`config.mk`:
```
export PLATFORM = sky130hd
export DESIGN_NAME = cnt_pwm_ctrl
export DESIGN_NICKNAME = d
export VERILOG_FILES = /design/src/rtl/cnt_pwm_pkg.sv /design/src/rtl/duty_shadow_reg.sv /design/src/rtl/cnt_pwm_ctrl.sv
export SDC_FILE = /design/constraint.sdc
export NUM_CORES = 1
export LEC_CHECK = 0
export CAP_MARGIN = 20
export CORE_MARGIN = 4
export CORE_UTILIZATION = 44
export DETAILED_ROUTE_END_ITERATION = 16
export PLACE_DENSITY = 0.76
export SLEW_MARGIN = 20
export SYNTH_ARGS = -nofsm -noshare
export SYNTH_HDL_FRONTEND = slang
export SYNTH_SLANG_ARGS = --single-unit
```
`constraint.sdc`:
```
create_clock -name clk -period 1.95 [get_ports clk]
set_input_delay 0.2925 -clock clk [delete_from_list [all_inputs] [get_ports clk]]
set_output_delay 0.2925 -clock clk [all_outputs]
set_load 0.05 [all_outputs]
```
`src/rtl/cnt_pwm_pkg.sv`:
```
// Shared definitions for the counter-synchronised PWM controller.
//   state_t    : 2-bit controller state encoding
//   CNT_W_DEF  : default width of the system count and duty values
//   PCNT_W_DEF : default width of the completed-period counter
package cnt_pwm_pkg;

   localparam int CNT_W_DEF  = 4;
   localparam int PCNT_W_DEF = 8;

   typedef enum logic [1:0] {
      ST_IDLE  = 2'd0,
      ST_SYNC  = 2'd1,
      ST_RUN   = 2'd2,
      ST_DRAIN = 2'd3
   } state_t;

   // RUN and DRAIN both drive the PWM and count completed periods.
   function automatic logic is_active(input state_t s);
      return (s == ST_RUN) || (s == ST_DRAIN);
   endfunction

endpackage

```
`src/rtl/duty_shadow_reg.sv`:
```
// Duty double buffer: a one-deep pending slot filled by a valid/ready
// handshake, and an active value that is only reloaded at a count wrap.
//   clk, rst  : system clock, async active-high reset
//   wrap      : one-clk strobe marking the start of a new period
//   duty_in   : requested duty, qualified by duty_vld
//   duty_rdy  : pending slot empty
//   duty_nxt  : duty value in force after this clk edge (active value,
//               or the pending value when it is promoted on this wrap)
module duty_shadow_reg #(
   parameter int W = 4
) (
   input  logic         clk,
   input  logic         rst,
   input  logic         wrap,
   input  logic [W-1:0] duty_in,
   input  logic         duty_vld,
   output logic         duty_rdy,
   output logic [W-1:0] duty_nxt
);

   logic         pend_full;
   logic [W-1:0] pend_val;
   logic [W-1:0] duty_act;

   assign duty_rdy = !pend_full;
   assign duty_nxt = (wrap && pend_full) ? pend_val : duty_act;

   // Promotion needs a full slot and a capture needs an empty one, so the
   // two updates to pend_full below never fire on the same clk. A value
   // captured on a wrap clk therefore waits for the following wrap.
   always_ff @(posedge clk or posedge rst) begin
      if (rst) begin
         pend_full <= 1'b0;
         pend_val  <= '0;
         duty_act  <= '0;
      end else begin
         if (wrap && pend_full) begin
            duty_act  <= pend_val;
            pend_full <= 1'b0;
         end
         if (duty_vld && !pend_full) begin
            pend_val  <= duty_in;
            pend_full <= 1'b1;
         end
      end
   end

endmodule

```
`src/rtl/cnt_pwm_ctrl.sv`:
```
// PWM controller locked to an upstream free-running counter.
// Periods start at the counter wrap (15->0); duty changes land only on a
// wrap, and a stop request lets the current period finish first.
//   clk, rst     : system clock, async active-high reset
//   syscnt       : upstream free-running count
//   en           : run request (level)
//   duty_in/vld  : duty handshake input, duty_rdy = slot free
//   pwm_out      : registered PWM output
//   period_done  : one-clk pulse per completed period
//   period_cnt   : completed periods, modulo 2^PCNT_W
//   busy         : controller not idle
//
// state    | meaning
// ST_IDLE  | stopped, output low, period count held
// ST_SYNC  | enabled, waiting for the next wrap to start a period
// ST_RUN   | generating PWM periods
// ST_DRAIN | stop requested, finishing the current period
module cnt_pwm_ctrl
   import cnt_pwm_pkg::*;
#(
   parameter int CNT_W  = CNT_W_DEF,
   parameter int PCNT_W = PCNT_W_DEF
) (
   input  logic              clk,
   input  logic              rst,
   input  logic [CNT_W-1:0]  syscnt,
   input  logic              en,
   input  logic [CNT_W-1:0]  duty_in,
   input  logic              duty_vld,
   output logic              duty_rdy,
   output logic              pwm_out,
   output logic              period_done,
   output logic [PCNT_W-1:0] period_cnt,
   output logic              busy
);

   logic [CNT_W-1:0] syscnt_d;
   logic [CNT_W-1:0] duty_nxt;
   logic             wrap;
   state_t           state;
   state_t           state_nxt;

   assign wrap = (syscnt == '0) && (syscnt_d == '1);
   assign busy = (state != ST_IDLE);

   always_ff @(posedge clk or posedge rst) begin
      if (rst) syscnt_d <= '0;
      else     syscnt_d <= syscnt;
   end

   duty_shadow_reg #(.W(CNT_W)) u_shadow (
      .clk      (clk),
      .rst      (rst),
      .wrap     (wrap),
      .duty_in  (duty_in),
      .duty_vld (duty_vld),
      .duty_rdy (duty_rdy),
      .duty_nxt (duty_nxt)
   );

   always_comb begin
      state_nxt = state;
      case (state)
         ST_IDLE:  if (en)        state_nxt = ST_SYNC;
         ST_SYNC:  if (!en)       state_nxt = ST_IDLE;
                   else if (wrap) state_nxt = ST_RUN;
         ST_RUN:   if (!en)       state_nxt = ST_DRAIN;
         ST_DRAIN: if (en)        state_nxt = ST_RUN;
                   else if (wrap) state_nxt = ST_IDLE;
         default:                 state_nxt = ST_IDLE;
      endcase
   end

   // The compare uses the state and duty that apply from this edge on, so
   // the syscnt==0 slot of a period already belongs to that period: the
   // first RUN period is full-length and a new duty never leaks its first
   // slot from the old value.
   always_ff @(posedge clk or posedge rst) begin
      if (rst) begin
         state       <= ST_IDLE;
         pwm_out     <= 1'b0;
         period_done <= 1'b0;
         period_cnt  <= '0;
      end else begin
         state       <= state_nxt;
         pwm_out     <= is_active(state_nxt) && (syscnt < duty_nxt);
         period_done <= wrap && is_active(state);
         if (wrap && is_active(state))
            period_cnt <= period_cnt + PCNT_W'(1);
         else if (state == ST_IDLE && state_nxt == ST_SYNC)
            period_cnt <= '0;
      end
   end

endmodule

```
# --- After elaboration in Yosys (flattened, before gate mapping) ---
# Cells that the tools add are included.
word_totals:
  ff_bits: 25
  output_inout_bits: 12
  word_cells: 43
classes:
  add_sub_neg: 1
  n_lt_le_gt_ge: 1
  n_eq_ne: 7
  n_mux: 12
  n_reduce_logical: 14
ops:
  columns: ["cell", "count"]
  rows:
  - ["$mux W8", 2]
  - ["$mux W2", 6]
  - ["$add A8 B1 Y8 const B", 1]
  - ["$eq A2 B2 Y1 const B", 4]
  - ["$pmux W2 S4", 1]
  - ["$logic_and A1 B1 Y1", 6]
  - ["$reduce_bool A2 Y1", 3]
  - ["$eq A2 B1 Y1 const B", 2]
  - ["$eq A4 B4 Y1 const B", 1]
  - ["$logic_not A4 Y1", 1]
  - ["$lt A4 B4 Y1", 1]
  - ["$mux W4", 1]
  - ["$logic_not A2 Y1", 1]
  - ["$logic_or A1 B1 Y1", 2]
  - ["$mux W1", 2]
  - ["$logic_not A1 Y1", 1]

# --- Longest topological paths before layout ---
# Gate-level depths: netlist of run 1.
depth:
  word_depth: 9
  mapped_depth: 9
  depth_no_buf: 8

# --- Hierarchy ---
# From an unflattened synthesis of run 1, not the netlist that was laid out.
hier_totals:
  hier_cells: 94
  hier_area_um2: 1147.4
modules_own_cells:
  columns: ["mod", "instances", "cells_per_inst", "area_per_inst_um2", "seq_area_each_um2"]
  rows:
  - ["cnt_pwm_ctrl", 1, 72, 782.0, 400.4]
  - ["duty_shadow_reg", 1, 22, 365.4, 225.2]

# --- Worst setup path after synthesis of run 1 ---
# OpenSTA, ideal clock, no wires.
synth_path:
  path_type: "input -> register"
  startpoint: "in syscnt[0]"
  endpoint: "reg pwm_out"
  setup_time_ns: 0.099
  t_arrival_ns: 1.870
  path_slack_ns: -0.019
  stages: 7
  path_buffers: 0
  cell_sequence: "nor4_4 -> nand3_4 -> mux2_2 -> inv_1 -> ha_1 -> and3_1 -> a311oi_1"
synth_between:
  elab_cells_between_ends: 14
  classes_between: "order compare: 1; eq/ne: 2; mux: 6; reduce/logical: 5"
synth_lines:
  columns: ["item", "line", "text"]
  rows:
  - ["from (decl)", "cnt_pwm_ctrl.sv:26", "input logic [CNT_W-1:0] syscnt,"]
  - ["$logic_not A4 Y1", "cnt_pwm_ctrl.sv:43", "assign wrap = (syscnt == '0) && (syscnt_d == '1);"]
  - ["$logic_and A1 B1 Y1", "cnt_pwm_ctrl.sv:43", null]
  - ["$logic_and A1 B1 Y1", "duty_shadow_reg.sv:26", "assign duty_nxt = (wrap && pend_full) ? pend_val : duty_act;"]
  - ["$mux W4", null, null]
  - ["net duty_nxt[1]", "cnt_pwm_ctrl.sv:38", "logic [CNT_W-1:0] duty_nxt;"]
  - ["$lt A4 B4 Y1", "cnt_pwm_ctrl.sv:86", "pwm_out <= is_active(state_nxt) && (syscnt < duty_nxt);"]
  - ["$logic_and A1 B1 Y1", "cnt_pwm_ctrl.sv:86", null]
  - ["to (signal assigned)", "cnt_pwm_ctrl.sv:86", null]
  - ["to (decl)", "cnt_pwm_ctrl.sv:31", "output logic pwm_out,"]
# The timed path passes the listed nets, and every way through them passes these cells.
# A chain may end at the register's enable or synchronous reset.

# --- Worst setup path after layout of run 1 ---
layout_path:
  startpoint: "reg period_cnt[0]"
  endpoint: "out period_cnt[0]"
layout_lines:
  columns: ["item", "line", "text"]
  rows:
  - ["from (decl)", "cnt_pwm_ctrl.sv:33", "output logic [PCNT_W-1:0] period_cnt,"]
  - ["from (signal assigned)", "cnt_pwm_ctrl.sv:89", "period_cnt <= period_cnt + PCNT_W'(1);"]
# No word-level cell between the ends.

==> results of run 1 <==
==> final cells by class <==
class | instances | area, um^2
fill | 202 | 903
sequential | 25 | 626
multi-input combinational | 61 | 500
timing repair buffer | 36 | 322
inverter | 10 | 40.0
tap | 30 | 37.5
clock buffer | 4 | 26.3
==> per-layer routing <==
metal | vias to the layer above | track usage [%]
met1 | 424 | 14.7
li1 | 420 | -
met5 | - | 0
met3 | 0 | 2.19
met2 | 18 | 26.0
met4 | 0 | 4.53
==> path summary, 6_finish.rpt <==
kind                                      startpoint                          endpoint  slack [ns]  cells past startpoint
setup / recovery           period_cnt[0]$_DFFE_PP0P_                     period_cnt[0]        0.06                      1
hold / removal                             syscnt[2]             syscnt_d[2]$_DFF_PP0_        0.30                      2
setup reg to reg               syscnt_d[3]$_DFF_PP0_                 pwm_out$_DFF_PP0_        0.10                      6
hold reg to reg                   state[0]$_DFF_PP0_                state[0]$_DFF_PP0_        0.50                      1
max in group asynchronous                        rst  u_shadow.pend_val[2]$_DFFE_PP0P_        1.39                      3
min in group asynchronous                        rst         period_cnt[5]$_DFFE_PP0P_        0.32                      3
==> what timing repair did <==
action                     CTS  global route
pin swaps                    2             3
buffers inserted             0             1
resized for setup            3             6
setup endpoints to repair    1             1
==> layout by cell type (no fill, tap or decap), drive strengths merged <==
cell type / n
a31oi: 1
mux2: 5
nor3: 2
nor2b: 1
inv: 10
nand4: 3
or3: 1
buf: 15
and3: 2
clkbuf: 4
nand3: 7
a32oi: 1
ha: 4
dfrtp: 25
a311oi: 1
and4: 1
nand2: 13
a21oi: 4
dlymetal6s2s: 1
dlygate4sd2: 3
clkdlybuf4s50: 17
nand3b: 1
xnor2: 1
nor2: 1
mux2i: 8
o21ai: 2
o21a: 1
nor4: 1
==> through the flow <==
| step | TNS (ns) | util (%) |
|---|---|---|
| finish | 0 | 63.2 |
| detailed placement | -0.657 | 60.4 |
| global placement | -0.358 | 60.4 |
| global route | 0 | 63.2 |
| CTS | 0 | 61.4 |
| floorplan | 0 | - |
==> power breakdown <==
| part | switching (mW) | internal [mW] | total (mW) |
|---|---|---|---|
| logic | 0.0651 | 0.0673 | 0.132 |
| registers | 0.0182 | 0.545 | 0.563 |
| clock network | 0.146 | 0.0798 | 0.226 |
==> registers in the layout, summed over array words and instances, names as in the netlist <==
signal and flops:
syscnt_d 4, period_done 1, u_shadow.pend_full 1, state 2
period_cnt 8, u_shadow.pend_val 4, u_shadow.duty_act 4, pwm_out 1
==> kinds of logic after synthesis <==
family,Yosys count,share of synthesized area (%)
AO/OA/AOI/OAI,10,5.41
XOR/XNOR,1,0.774
adder cells (fa/ha/maj),4,4.42
buffers and inverters,11,3.98
flip-flops,25,55.2
multiplexers,13,12.0
AND/OR/NAND/NOR,33,18.1
==> flow_results.org, run 1 <==
** STA
- Final-layout worst hold slack :: slightly below 0.3 ns
- At the pin with the least slew margin, the transition time is 0.505 ns.
- Timing would allow up to between 500 and 600 MHz.
- Min setup slack post-route :: about 0.06 ns
- Total count of hold-check failures in the final report :: 0
- Final setup vio count :: 0
- The clock arrives with a little under 0.004 ns of skew.
- Setup repair after global routing left no endpoint under its margin.
- Post-route fraction of the period consumed by the critical path :: a little over nine tenths
- Final slew viol count :: 0
- Tightest slew margin relative to the limit :: ~66%
- The routed design could run at a clock period as short as about 1.9 ns.

** Clock network
- Inserted Clock Buffers :: 3
- The clock net in this run drives a total of 25 sinks.
- Clock tree synthesis selected as its root buffer the cell sky130_fd_sc_hd__clkbuf_4.
- Later-pin clock latency in the skew report :: between 0.3 and 0.4 ns
- # H-tree levels :: 1
- TritonCTS built the clock tree.
- Max Root-Sink Buffers :: 2
- After clock tree synthesis, the clock-pin slew on the worst setup and hold paths is approximately 0.13 ns.
- Hold-fix buffers, CTS :: 0

** Route
- Detail-routed net length per standard cell :: about 14 um
- The routed layout has between 800 and 900 vias.
- Total length of routed met2 wires :: 1340 um
- Number of iterations in the first detailed-routing pass :: 4
- Met1 wire length :: between 800 and 900 um
- Wire segments on met3 add up to roughly 100 um in the final route.
- Post-route DRC violation count :: 0
- Highest Signal Layer :: met3
- The routed design has around 2300 um of wire.
- The count of nets left with antenna violations once routing finished came out at 0.
- In the routed layout, each cell is associated on average with a via count of between 5 and 6.
- Drt first-iter violations :: 13

** Synth
- Proportion of netlist area held by the largest area contributor :: between 50% and 60%
- Yosys mapped the design onto 27 distinct sky130hd cell types.
- For this run, the number of Yosys warnings is 0.
- Leading cell types by count after synthesis :: sky130_fd_sc_hd__dfrtp_1, sky130_fd_sc_hd__nand2_1, sky130_fd_sc_hd__inv_1
- Synthesized flop and latch total :: 25
- Area leader, netlist :: sky130_fd_sc_hd__dfrtp_1
- Share of the yosys chip area belonging to registers :: approximately 55%
- Count of flip-flops with a built-in enable after synthesis :: 0
- Fraction of registers with async set/reset :: 100%
- The most common cell in the synthesized netlist is sky130_fd_sc_hd__dfrtp_1.
- Cells after Synth :: 97
- Synth Area per Inst :: approximately 12 um^2
- Summing every instance area after synthesis gives ~0.0011 mm^2.
- By area the synthesized netlist is led by sky130_fd_sc_hd__dfrtp_1, sky130_fd_sc_hd__mux2i_1, sky130_fd_sc_hd__mux2_2.
- Dominant register cell in the synthesized netlist :: sky130_fd_sc_hd__dfrtp_1
- Counting every net in the synthesized netlist gives approximately 110.

** Placed design
- Buffers on Ports :: 23
- The placed instances occupy a cell area of around 0.0015 mm^2.
- Prior to clock tree synthesis, the placed netlist has a worst setup slack of -0.426 ns.
- Routability-driven placement finished with a final weighted congestion of roughly 0.77.
- Total placed cells including tap cells :: approximately 160
- Final HPWL DP :: ~1700 um

** GRT
- The via count of the first global-routing pass came to 904.
- Number of antenna violations at the first check in global routing :: 0
- Global routing consumed, over all layers together, 13.5% of the routing resources.
- The first global-routing pass estimated roughly 3700 um of wire.
- Entering global routing, the biggest net connects 26 pins.
- Global routing finished with a remaining overflow of 0.

** Setup path
- Data arrives at the worst endpoint at between 1.5 and 2 ns.
- Worst path cell trace :: clkdlybuf4s50_1
- Endpoint type of the worst setup path :: primary output
- Type of the setup path with the least slack :: register to primary output
- Bufs and invs on worst path :: 1
- Data required time of the critical path :: ~1.7 ns
- Sort of element at the start of the critical path :: register
- In this run the worst path has a maximum fanout of 6.
- Broken down by cell family, the worst path's largest delay share belongs to buffers and inverters.
- Slowest cell delay on critical path :: approximately 0.83 ns
- The largest individual stage delay along the critical path comes from the cell sky130_fd_sc_hd__clkdlybuf4s50_1.

** Final layout
- Post-layout nets :: roughly 150
- Fin cells :: between 150 and 200
- The finished cells cover ~0.0016 mm^2.
- Area added between synthesis and finish :: 37.0%
- The repair_antennas step left the layout with diodes totalling 0.
- In the final layout, the share of cells above drive strength 1 is roughly a quarter.

** Die
- Once the floorplan was initialized, standard cells occupied ~46% of the core.
- The core region is 0.00245 mm^2.
- Pin placement for this block handled 24 I/O pins.
- Standard-cell row count :: 18
- Y dimension of the die :: around 59 um
- Area enclosed by the die boundary :: about 0.0034 mm^2
- Die X-Extent :: between 50 and 60 um

** Job
- Across the run, the number of max-cap violations was 0.

** Power and ir drop
- Max VDD drop :: 0.000463 V
- In this run the power density over the cells is 594 mW/mm^2.
- Leakage power of the design :: between 0.7 and 0.8 nW
- Total Power :: roughly 0.92 mW

** Hold path
- The path class of the tightest hold or removal check is input port to register.

** Status
- The run finished with clean final reports.
Note: power is estimated with default switching activity, not from simulation.
==> run 2, diff against run 1 <==
--- a/config.mk
+++ b/config.mk
@@ -7,9 +7,10 @@
 export LEC_CHECK = 0
 export CAP_MARGIN = 20
 export CORE_MARGIN = 4
-export CORE_UTILIZATION = 44
+export CORE_UTILIZATION = 53
 export DETAILED_ROUTE_END_ITERATION = 16
-export PLACE_DENSITY = 0.76
+export MAX_ROUTING_LAYER = met4
+export PLACE_DENSITY = 0.86
 export SLEW_MARGIN = 20
 export SYNTH_ARGS = -nofsm -noshare
 export SYNTH_HDL_FRONTEND = slang
==> constraint.sdc (replaced) <==
create_clock -name clk -period 2.3 [get_ports clk]
set_input_delay 0.345 -clock clk [delete_from_list [all_inputs] [get_ports clk]]
set_output_delay 0.345 -clock clk [all_outputs]
set_load 0.05 [all_outputs]
==> run 2 against run 1 <==
Compared with the run above: critical path depth up 7; first-iteration DRC count is 7.7% higher; sequential power fell by 15%.
==> flow_results.org, run 2 (synthesis results as in run 1) <==
** Status
- Outcome :: complete, no violations

** Die
- Die X-Extent :: 54.2 um (-7.7%)
- Standard-cell row count :: 16 (-2)
- Count of boundary I/O pins :: 24 (unchanged)
- The starting density of the core was 56.6% (+10 points).
- The chip height came to 54.2 um (-7.7%).
- The floorplan die area was 0.00294 mm^2 (-15%).
- Core box area :: 0.00200 mm^2 (-18%)

** STA
- Setup repair after global routing left no endpoint under its margin.
- Final-layout worst hold slack :: 0.351 ns (+0.0535 ns)
- The final setup slack of the worst path came to 0.119 ns (+0.0582 ns).
- The final hold violation count is 0 (unchanged).
- The relative slew slack came to 66.5% (+0.27 points).
- Crit path time final :: roughly 2.2 ns
- The setup-violating endpoint count in the final report was 0 (unchanged).
- The final number of max-transition violations was 0 (unchanged).
- Setup Skew :: 0.00484 ns (+0.000964 ns)
- Static timing analysis puts the maximum clock frequency at 459 MHz.
- Post-route fraction of the period consumed by the critical path :: between 90% and 100%
- The actual slew at the worst max-slew pin came to 0.501 ns (-0.00406 ns).

** Final layout
- Number of flip-flops in the largest register :: 8 (unchanged)
- Commonest non-fill, non-tap cell in the layout :: sky130_fd_sc_hd__dfrtp_1
- Register name with the most flops :: period_cnt
- Most frequent cells in the layout :: sky130_fd_sc_hd__dfrtp_1, sky130_fd_sc_hd__clkdlybuf4s50_1, sky130_fd_sc_hd__nand2_1
- The final non-filler cell total came to 158 (-4.8%).
- The storage element area came to 626 um^2 (unchanged).
- The area growth from synthesis to layout is 31.2%.
- The final antenna diode count was 0 (unchanged).
- Count of fill cells added during filler insertion :: 146 (-28%)
- Fraction of final layout cells sized beyond drive strength 1 :: 17.6% (-6.7 points)
- Area used by multi-input combinational logic :: 465 um^2 (-7.0%)
- Post-layout instance area :: 0.00149 mm^2 (-4.3%)
- Post-layout nets :: 148 (-3.3%)

** Route
- Drt first-iter violations :: 14 (+1)
- The total via count after detailed routing was 855 (-0.81%).
- The number of iterations in the first detailed-routing pass was 4 (unchanged).
- Ratio of routed vias to standard cells :: 5.41 (+4.2%)
- The mean routed wirelength per cell came to 14.1 um (+2.3%).
- Post-route DRC violation count :: 0 (unchanged)
- Number of routed nets with antenna violations :: 0 (unchanged)
- Total routed wirelength :: 2230 um (-2.7%)

** Placed design
- Routability Congestion :: 0.840 (+9.7%)
- DP Area :: 0.00145 mm^2 (-2.2%)
- Buffers on Ports :: 23 (unchanged)
- Total placed cells including tap cells :: 154 (-4.3%)
- Post-placement worst setup slack :: -0.249 ns (+0.177 ns)
- Final HPWL DP :: 1660 um (-3.8%)

** GRT
- The residual overflow from global routing came to 0 (unchanged).
- The via count of the first global-routing pass is 869 (-3.9%).
- The number of antenna violations at the first check in global routing came to 0 (unchanged).
- Overall Global Routing Usage :: 18.9% (+5.4 points)
- The first-pass GRT wire length is 3850 um (+5.3%).
- The largest net degree at the start of global routing is 26 (unchanged).

** Clock network
- Register clock-pin slew on the reported worst setup and hold paths :: 0.14 ns (about the same)
- Inserted Clock Buffers :: 3 (unchanged)
- The number of levels the H-tree was split into came to 1 (unchanged).
- Clock root cell :: sky130_fd_sc_hd__clkbuf_4
- The number of sinks on the clock net is 25 (unchanged).
- The buffer levels on the longest clock path is 2 (unchanged).
- The number of setup buffers added after CTS came to 0 (unchanged).
- The source-to-sink clock delay at the later pin of the worst-skew pair was 0.32 ns (about the same).
- TritonCTS clock tree :: built

** Job
- Max Cap Violations :: 0 (unchanged)

** Setup path
- The critical path's largest stage delay is 0.49 ns (-0.34 ns).
- The critical path buffer and inverter count is 1 (unchanged).
- The signal on the critical path passes through clkdlybuf4s50_1 -> nor4_4 -> nand3_4 -> mux2i_2 -> ha_1 -> a21oi_1 -> nand2_1 -> a311oi_1.
- The largest driver fanout on the critical path was 5 (-1).
- Worst R2R Setup Slack :: 0.32 ns (+0.22 ns)
- Type of the setup path with the least slack :: input port to register
- Endpoint type of the worst setup path :: register
- The data arrival time of the critical path is 2.42 ns (+0.82 ns).
- Kind of cell adding the most delay to the critical path :: simple AND/OR/NAND/NOR gates
- Data required time of the critical path :: 2.54 ns (+0.88 ns)
- The worst reg2reg path depth came to 7 (+1).
- The total number of cells along the worst setup path was 8 (+7).
- STA classifies the critical path startpoint as an input port.
- For this design, the slowest cell found on the critical path is sky130_fd_sc_hd__clkdlybuf4s50_1.

** Hold path
- The path class of the tightest hold or removal check is input port to async pin.

** Power and ir drop
- Leakage power of the design :: 0.686 nW (-5.9%)
- The peak ir drop on the vdd network came to 0.000409 V (-12%).
- Total Power :: 0.784 mW (-15%)
- Power density over the cells :: 528 mW/mm^2 (-11%)
==> run 2: metal layers <==
metal	up-vias	share of wire [%]	track usage [%]	wire (um)
li1	412	-	-	-
met1	399	44	24.1	984
met2	34	48	29.7	1070
met3	10	4.8	2.72	106
met4	0	3.1	8.71	69
met5	-	0	-	0
==> run 2: area by class of cell <==
class                   count  share of cell area [%]
clock inverters             1                   0.505
well taps                  27                    2.27
multi-input cells          61                    31.3
inverters                  10                    2.70
flip-flops and latches     25                    42.1
repair buffers             31                    19.5
clock buffers               3                    1.52
==> run 2: what timing repair did <==
action / 4_1_cts / 5_1_grt
gates resized for setup: 0 / 1
endpoints found under the setup margin: 0 / 1
hold buffers: 0 / 0
==> run 2: path summary, 6_finish.rpt <==
check / start / to
worst max register to register: syscnt_d[2]$_DFF_PP0_ / pwm_out$_DFF_PP0_
max in group asynchronous: rst / period_cnt[2]$_DFFE_PP0P_
worst min register to register: period_cnt[7]$_DFFE_PP0P_ / period_cnt[7]$_DFFE_PP0P_
worst max-delay path: syscnt[1] / pwm_out$_DFF_PP0_
worst min-delay path: rst / u_shadow.pend_val[0]$_DFFE_PP0P_
min in group clk: period_cnt[7]$_DFFE_PP0P_ / period_cnt[7]$_DFFE_PP0P_
==> run 2: stage by stage <==
step	setup TNS, ns	util, %
floorplan	0	-
global placement	-0.0962	72.5
detailed placement	-0.249	72.5
CTS	0	74.0
global route	0	74.2
finish	0	74.2
==> run 2: worst min-delay path: stages <==
cell	delay (ns)
sky130_fd_sc_hd__clkdlybuf4s50_1	0.39
sky130_fd_sc_hd__inv_1	0.05
sky130_fd_sc_hd__buf_4	0.30
==> run 2: power breakdown <==
group | internal (mW) | switching [mW]
sequential | 0.462 | 0.0133
combinational | 0.0534 | 0.0529
clock | 0.0664 | 0.135
total | 0.582 | 0.202
==> run 3, diff against run 2 <==
--- a/config.mk
+++ b/config.mk
@@ -9,9 +9,11 @@
 export CORE_MARGIN = 4
 export CORE_UTILIZATION = 53
 export DETAILED_ROUTE_END_ITERATION = 16
+export HOLD_SLACK_MARGIN = 0.03
 export MAX_ROUTING_LAYER = met4
 export PLACE_DENSITY = 0.86
 export SLEW_MARGIN = 20
 export SYNTH_ARGS = -nofsm -noshare
 export SYNTH_HDL_FRONTEND = slang
 export SYNTH_SLANG_ARGS = --single-unit
+export TNS_END_PERCENT = 30
==> results of run 3 <==
No change in the layout: final DEF, timing and power equal those of run 2.
